===== config.mk =====
export PLATFORM = sky130hd
export DESIGN_NAME = cc_branch_ctrl
export DESIGN_NICKNAME = d
export VERILOG_FILES = /design/src/rtl/slc3_ctrl_pkg.sv /design/src/rtl/cc_branch_ctrl.sv
export SDC_FILE = /design/constraint.sdc
export NUM_CORES = 1
export LEC_CHECK = 0
export CORE_MARGIN = 4
export CORE_UTILIZATION = 50
export CTS_BUF_LIST = sky130_fd_sc_hd__clkbuf_4 sky130_fd_sc_hd__clkbuf_8
export CTS_CLUSTER_SIZE = 16
export DETAILED_ROUTE_END_ITERATION = 16
export GPL_TIMING_DRIVEN = 0
export PLACE_DENSITY = 0.85
export SLEW_MARGIN = 20
export SYNTH_ARGS = -nofsm -noshare
export SYNTH_HDL_FRONTEND = slang
export SYNTH_SLANG_ARGS = --single-unit
export TNS_END_PERCENT = 10

===== constraint.sdc =====
create_clock -name Clk -period 2.6 [get_ports Clk]
set_input_delay 0.39 -clock Clk [delete_from_list [all_inputs] [get_ports Clk]]
set_output_delay 0.39 -clock Clk [all_outputs]
set_load 0.01 [all_outputs]

===== src/rtl/slc3_ctrl_pkg.sv =====
`default_nettype none
// +----------------------------------------------------------------------+
// | slc3_ctrl_pkg : opcodes, sequencer states, CC-op classifier  rev 1.0 |
// +----------------------------------------------------------------------+
package slc3_ctrl_pkg;

  localparam logic [3:0] OP_BR  = 4'b0000;
  localparam logic [3:0] OP_ADD = 4'b0001;
  localparam logic [3:0] OP_LD  = 4'b0010;
  localparam logic [3:0] OP_AND = 4'b0101;
  localparam logic [3:0] OP_LDR = 4'b0110;
  localparam logic [3:0] OP_NOT = 4'b1001;
  localparam logic [3:0] OP_LDI = 4'b1010;
  localparam logic [3:0] OP_LEA = 4'b1110;

  typedef enum logic [2:0] {
    ST_IDLE     = 3'd0,
    ST_DECODE   = 3'd1,
    ST_WAIT_RES = 3'd2,
    ST_BR_EVAL  = 3'd3,
    ST_BR_TAKE  = 3'd4,
    ST_FINISH   = 3'd5
  } cc_state_t;

  function automatic logic is_cc_op(input logic [3:0] op);
    return (op == OP_ADD) || (op == OP_AND) || (op == OP_NOT) || (op == OP_LD) ||
           (op == OP_LDI) || (op == OP_LDR) || (op == OP_LEA);
  endfunction

endpackage
`default_nettype wire


===== src/rtl/cc_branch_ctrl.sv =====
`default_nettype none
// +----------------------------------------------------------------------+
// | cc_branch_ctrl : SLC3 condition-code / branch sequencer      rev 1.0 |
// +----------------------------------------------------------------------+
module cc_branch_ctrl
  import slc3_ctrl_pkg::*;
#(
  parameter int TIMEOUT = 16,
  parameter int CNT_W   = 16
) (
  input  logic             Clk,
  input  logic             Reset,
  input  logic             Start,
  input  logic [15:0]      IR,
  input  logic [2:0]       NZP,
  input  logic             Result_Valid,
  output logic             LD_CC,
  output logic             LD_PC_BR,
  output logic             BEN,
  output logic             Busy,
  output logic             Done,
  output logic             Err,
  output logic [CNT_W-1:0] Br_Taken_Cnt
);

  localparam int              c_tw         = (TIMEOUT > 2) ? $clog2(TIMEOUT) : 1;
  localparam logic [c_tw-1:0] c_timer_last = c_tw'(TIMEOUT - 1);

  cc_state_t        r_state;
  cc_state_t        w_next;
  logic [15:0]      r_ir;
  logic             r_ben;
  logic             r_err;
  logic [c_tw-1:0]  r_timer;
  logic [CNT_W-1:0] r_cnt;

  logic             w_accept;
  logic             w_taken;
  logic             w_ld_cc;
  logic             w_ld_pc;
  logic             w_done;
  logic             w_err_set;
  logic             w_timer_inc;
  logic             w_unused_ir;

  // Only the opcode and the nzp condition field steer this sequencer.
  assign w_unused_ir = ^r_ir[8:0];
  assign w_taken     = |(r_ir[11:9] & NZP);

  always_comb begin
    w_next      = r_state;
    w_accept    = 1'b0;
    w_ld_cc     = 1'b0;
    w_ld_pc     = 1'b0;
    w_done      = 1'b0;
    w_err_set   = 1'b0;
    w_timer_inc = 1'b0;
    case (r_state)
      ST_IDLE: begin
        if (Start) begin
          w_accept = 1'b1;
          w_next   = ST_DECODE;
        end
      end
      ST_DECODE: begin
        if (is_cc_op(r_ir[15:12]))    w_next = ST_WAIT_RES;
        else if (r_ir[15:12] == OP_BR) w_next = ST_BR_EVAL;
        else                           w_next = ST_FINISH;
      end
      ST_WAIT_RES: begin
        // A result arriving on the final allowed cycle still counts as success.
        if (Result_Valid) begin
          w_ld_cc = 1'b1;
          w_next  = ST_FINISH;
        end else if (r_timer == c_timer_last) begin
          w_err_set = 1'b1;
          w_next    = ST_FINISH;
        end else begin
          w_timer_inc = 1'b1;
        end
      end
      ST_BR_EVAL: w_next = w_taken ? ST_BR_TAKE : ST_FINISH;
      ST_BR_TAKE: begin
        w_ld_pc = 1'b1;
        w_next  = ST_FINISH;
      end
      ST_FINISH: begin
        w_done = 1'b1;
        w_next = ST_IDLE;
      end
      default: w_next = ST_IDLE;
    endcase
  end

  always_ff @(posedge Clk or posedge Reset) begin
    if (Reset) begin
      r_state <= ST_IDLE;
      r_ir    <= '0;
      r_ben   <= 1'b0;
      r_err   <= 1'b0;
      r_timer <= '0;
      r_cnt   <= '0;
    end else begin
      r_state <= w_next;
      if (w_accept) begin
        r_ir    <= IR;
        r_ben   <= 1'b0;
        r_err   <= 1'b0;
        r_timer <= '0;
      end
      if (r_state == ST_BR_EVAL) r_ben   <= w_taken;
      if (w_err_set)             r_err   <= 1'b1;
      if (w_timer_inc)           r_timer <= r_timer + 1'b1;
      if (w_ld_pc)               r_cnt   <= r_cnt + 1'b1;
    end
  end

  assign LD_CC        = w_ld_cc;
  assign LD_PC_BR     = w_ld_pc;
  assign Done         = w_done;
  assign Busy         = (r_state != ST_IDLE);
  assign BEN          = r_ben;
  assign Err          = r_err;
  assign Br_Taken_Cnt = r_cnt;

endmodule
`default_nettype wire


==> results of run 1 <==
[logic make-up (layout without fill, tap and decap cells)]
family,count (synthesis),in the layout,share of synthesized area [%]
simple gates,50,50,21.6
buf+inv,9,52,3.46
fa+ha+maj,2,2,1.57
mux,11,11,7.55
flops,32,32,50.3
xor+xnor,17,17,9.36
compound gates,15,15,6.13
[metal layers]
metal / share of wire [%] / vias to the layer above / global-route usage, %
met2: 51 / 37 / 27.8
met3: 7.3 / 4 / 6.59
met1: 41 / 538 / 19.7
li1: - / 554 / -
met5: 0 / - / 0
met4: 1.3 / 0 / 5.80
[placed cells by master, fill, tap and decap left out, drive strengths merged]
master	synthesis	layout
clkinv	0	1
buf	5	5
a21oi	2	2
and2	2	2
a22oi	2	2
nor2b	1	1
o21ai	5	5
or4b	1	1
clkbuf	1	6
a31oi	1	1
or2b	1	1
nand4bb	2	2
nor2	9	9
and3	2	2
nor4	2	2
nand4	4	4
clkinvlp	0	1
nand2	12	12
or3	1	1
a2111o	1	1
bufinv	0	1
mux2	8	8
nand3b	1	1
nor3	1	1
mux2i	3	3
inv	3	3
clkdlybuf4s50	0	35
or2	1	1
o21bai	2	2
o31ai	1	1
o211ai	1	1
nand3	9	9
ha	2	2
nand2b	1	1
xnor2	11	11
dfrtp	32	32
xor2	6	6
[path summary, 6_finish.rpt]
kind	to	cells after the start	slack [ps]
worst min register to register	Br_Taken_Cnt[15]	1	490
worst max register to register	Br_Taken_Cnt[1]	5	1020
min in group Clk	Br_Taken_Cnt[15]	1	490
max in group asynchronous	r_timer[3]	2	1720
worst max-delay path	LD_PC_BR	5	180
worst min-delay path	Err	2	460
[registers in the layout, summed over array words and instances (netlist names)]
name          cells
r_state           3
r_ir              7
Br_Taken_Cnt     16
Err               1
BEN               1
r_timer           4
[layout make-up]
type                       instances  area [µm²]
buffer                             6        43.8
clock buffer                       5        37.5
clock inverter                     3        42.5
fill                             274         976
inverter                           3        11.3
multi-input combinational         95         736
sequential                        32         801
tap                               44        55.1
timing repair buffer              35         350
[through the flow]
| stage | power [mW] | hold WS [ps] | util (%) |
|---|---|---|---|
| 2_1_floorplan | 1.24 | 470 | - |
| 3_3_place_gp | 1.46 | 462 | 65.4 |
| 3_5_place_dp | 1.49 | 475 | 65.4 |
| 4_1_cts | 1.87 | 468 | 68.0 |
| 5_1_grt | 2.00 | 508 | 68.0 |
| 6_report | 1.85 | 456 | 68.0 |
[report_power, final]
group | total [mW] | internal (mW) | switching, mW
logic | 0.708 | 0.403 | 0.304
clock network | 0.379 | 0.200 | 0.179
registers | 0.762 | 0.629 | 0.133
total | 1.85 | 1.23 | 0.616
==> flow_summary.yaml, run 1 <==
global_route:
  grt_max_degree: 33
  antenna_found_initial: 0
  grtUsageTotal_pct: 16.8
  grt_pass1_wl_um: 5370
  gr-total-overflow: 0
  grt_pass1_vias: 1195
floorplanning:
  fp.coreArea_um2: 3050
  die_h_um: 64.4
  io_pins: 45
  initial_core_util_pct: 52.1
  num_rows: 20
  dieArea_um2: 4150
  die_w_um: 64.4
timing:
  fin_tns_setup_ps: 0
  rsz0062_at_grt: "no"
  maxSlewViolCount: 0
  period_share_pct: 93.2
  worst_pin_slew_ps: 658
  slew-limit-headroom_pct: 56.1
  finalWorstSetupSlack_ps: 176
  setup_viol: 0
  fin_crit_ps: 2420
  fmax_ghz: 0.413
  hold_violations: 0
  skew_ps: 4.42
detailed_routing:
  dr.pass1.iters: 4
  drc_errors: 0
  via_per_inst: 5.08
  drt-initial-drc-count: 58
  wl_per_cell_um: 13.0
  vias: 1133
  ant_nets: 0
  finalWirelength_um: 2890
yosys:
  yosysTopAreaCell: "dfrtp_1"
  yosys.area.top_type_share_pct: 50.3
  ys_ff_latch: 32
  synth_edf_count: 0
  syn_nets: 161
  synth_most_common_cell: "dfrtp_1"
  avgSynthCellArea_um2: 11.7
  synthArstFlopShare_pct: 100
  synthFlopType: "dfrtp_1"
  seq_area_frac_synth_pct: 50.3
  yosysUniqueCellTypes: 37
  yosys_warnings: 0
  syn_area_um2: 1590
  yosys-top-cells-area: "dfrtp_1 50%, xnor2_1 6.1%, mux2_2 5.7%, nand4bb_4 3.5%, xor2_1 3.3%"
  synthCells: 136
  ys_top_cells_by_count: "32 x dfrtp_1, 12 x nand2_1, 11 x xnor2_1, 9 x nand3_1, 9 x nor2_1"
worst_setup_path:
  path_max_fanout: 10
  cp-startpoint: "r_state[1]"
  path_class: "reg2out"
  end_kind: "primary output"
  cp_slowest_cell: "clkdlybuf4s50_1"
  crit-reg2reg-launch: "r_state[1]"
  critPathTopFamily: "buffers and inverters"
  arrival_ps: 2030
  cp_num_buf_inv: 3
  cp_cell_sequence: "buf_2 -> nor2_1 -> and2_1 -> clkbuf_1 -> clkdlybuf4s50_1"
  max_stage_delay_ps: 570
  cp_data_required_time_ps: 2210
  cp-start-kind: "flop"
power_and_ir_drop:
  p_per_area_nw_per_um2: 890
  irDropWorstVdd_v: 0.000485
  static-leakage-power_nw: 0.916
cts:
  cts_tree: "done"
  clkSlewWorstSetupHoldPaths_ps: 100
  ctsLongestPathBuffers: 2
  clock_sinks: 32
  holdBufCountCts: 0
  post_cts_resized: 0
  clkLatencyLatePin_ps: 340
  cts_root_buf: "clkbuf_4"
  htreeDepth: 2
  cts_made_buffers: 5
  cts_setup_buffers: 0
final_layout:
  stdcell_count: 223
  antenna_cells: 0
  synthToLayoutAreaGrowth_pct: 30.5
  final_nets: 203
  final_cell_area_um2: 2080
  drive_gt1_share_pct: 16.8
run_status:
  status: "complete, no violations"
placed_design:
  hpwl_um: 2220
  placed_cell_area_um2: 2000
  place_ws_ps: 557
  dp.cells: 215
  gp_congestion: 0.799
  io_buffer_count: 35
worst_hold_path:
  hold_class: "in2async"
flow_run:
  maxCapViolCount: 0
No activity file was read; power rests on OpenSTA's default activity.
==> run 2: changes to the inputs <==
--- a/config.mk
+++ b/config.mk
@@ -11,7 +11,8 @@
 export CTS_CLUSTER_SIZE = 16
 export DETAILED_ROUTE_END_ITERATION = 16
 export GPL_TIMING_DRIVEN = 0
-export PLACE_DENSITY = 0.85
+export PLACE_DENSITY = 0.83
+export SETUP_SLACK_MARGIN = 0.15
 export SLEW_MARGIN = 20
 export SYNTH_ARGS = -nofsm -noshare
 export SYNTH_HDL_FRONTEND = slang
==> flow_summary.yaml, run 2 (same netlist as run 1, synthesis figures left out) <==
power_and_ir_drop:
  p_sw_mw: 0.606
  intPower_mw: 1.29
  p_per_area_nw_per_um2: 905
  static-leakage-power_nw: 0.930
  seq_power_share_pct: 40.1
  pwr-share-comb_pct: 37.4
  swShare_pct: 31.9
  clockPowerShare_pct: 22.5
  power_mw: 1.90
  irDropWorstVdd_v: 0.000569
run_status:
  status: "complete, no violations"
floorplanning:
  io_pins: 45
  die_w_um: 64.4
  fp.coreArea_um2: 3050
  initial_core_util_pct: 52.1
  dieArea_um2: 4150
  die_h_um: 64.4
  num_rows: 20
global_route:
  grt_max_degree: 33
  antenna_found_initial: 0
  gr-total-overflow: 0
  grtUsageTotal_pct: 16.0
  grt_pass1_wl_um: 5180
  grt_pass1_vias: 1210
timing:
  fin_crit_ps: 2290
  fin_tns_setup_ps: 0
  slew-limit-headroom_pct: 55.3
  maxSlewViolCount: 0
  hold_violations: 0
  worst_pin_slew_ps: 670
  setup_viol: 0
  period_share_pct: 88.2
  finalWorstSetupSlack_ps: 308
  skew_ps: 3.42
  rsz0062_at_grt: "no"
  fmax_ghz: 0.436
cts:
  cts_made_buffers: 5
  htreeDepth: 2
  clkSlewWorstSetupHoldPaths_ps: 100
  cts_tree: "done"
  cts_root_buf: "clkbuf_4"
  clock_sinks: 32
  cts_setup_buffers: 0
  ctsLongestPathBuffers: 2
  clkLatencyLatePin_ps: 330
detailed_routing:
  wl_per_cell_um: 12.9
  via_per_inst: 5.14
  drt-initial-drc-count: 49
  ant_nets: 0
  finalWirelength_um: 2880
  drc_errors: 0
  vias: 1147
  dr.pass1.iters: 3
worst_setup_path:
  worstRegToRegCells: 5
  path_class: "reg2out"
  arrival_ps: 1900
  cp_data_required_time_ps: 2210
  cp-start-kind: "flop"
  cp_slowest_cell: "clkdlybuf4s50_1"
  path_max_fanout: 10
  cp_cell_sequence: "buf_2 -> nor2_2 -> and2_1 -> clkbuf_2 -> clkdlybuf4s50_1"
  cp_num_buf_inv: 3
  crit-reg2reg-launch: "r_state[0]"
  end_kind: "primary output"
  r2r_setup_slack_ps: 1010
  critPathTopFamily: "buffers and inverters"
  max_stage_delay_ps: 540
  worstReg2RegEnd: "Br_Taken_Cnt[15]"
worst_hold_path:
  hold_class: "in2async"
final_layout:
  layout_common_cells: "35 x clkdlybuf4s50_1, 32 x dfrtp_1, 12 x nand2_1, 11 x xnor2_1, 9 x nand3_1"
  antenna_cells: 0
  largest_reg_flops: 16
  stdcell_count: 223
  final_common_cell: "clkdlybuf4s50_1"
  post-route-util_pct: 68.6
  nFillCells: 248
  seq_area_um2: 801
  multi_input_area_um2: 738
  final_nets: 203
  synthToLayoutAreaGrowth_pct: 31.7
  drive_gt1_share_pct: 17.9
flow_run:
  maxCapViolCount: 0
placed_design:
  io_buffer_count: 35
  dp.cells: 215
  hpwl_um: 2150
  place_ws_ps: 544
  gp_congestion: 0.782
==> run 2: final cells by class <==
type                            count  share of cell area (%)
Timing Repair Buffer               35                    16.7
Multi-Input combinational cell     95                    35.2
Inverter                            3                   0.537
Sequential cell                    32                    38.2
Buffer                              6                    2.15
Tap cell                           44                    2.63
Clock inverter                      1                    1.43
Clock buffer                        7                    3.10
==> run 2: stage by stage <==
stage	cell area (µm²)	hold slack, ps
final	2100	468
after global routing	2100	511
after CTS	2090	477
after detailed placement	2000	465
after global placement	2000	463
after floorplan	1590	470
==> run 2: power groups by stage <==
stage | clock (mW) | sequential (mW) | combinational (mW)
6_report | 0.427 | 0.761 | 0.709
5_1_grt | 0.462 | 0.783 | 0.795
2_1_floorplan | 0 | 0.766 | 0.471
4_1_cts | 0.437 | 0.762 | 0.720
3_3_place_gp | 0 | 0.760 | 0.694
3_5_place_dp | 0 | 0.771 | 0.713
==> run 2: repair_timing <==
item                       in CTS  in global routing
setup endpoints to repair       1                  1
hold buffers                    0                  0
resized for setup               1                  1
hold endpoints to repair        0                  0
==> run 2: how the worst max path moves through the flow <==
stage                          start         endpoint  slack [ps]  cells past startpoint
after CTS                 r_state[1]         LD_PC_BR         200                      5
after detailed placement  r_state[1]         LD_PC_BR         540                      5
after global routing      r_state[1]         LD_PC_BR         190                      5
after floorplan           r_state[1]  Br_Taken_Cnt[1]        1070                      5
after global placement    r_state[1]         LD_PC_BR         560                      5
final                     r_state[1]         LD_PC_BR         310                      5
==> run 2: worst reg2reg max path, delay by kind of cell (launching register included) <==
kind / cells / cell delay (ps)
simple gates: 3 / 790
xor+xnor: 1 / 150
buf+inv: 1 / 140
flops: 1 / 400
==> run 2: routing by layer <==
layer	up-vias	GRT usage [%]	routed length, µm
li1	559	-	-
met1	542	17.3	1210
met2	37	28.5	1420
met3	9	4.33	188
met4	0	7.92	71
met5	-	0	0
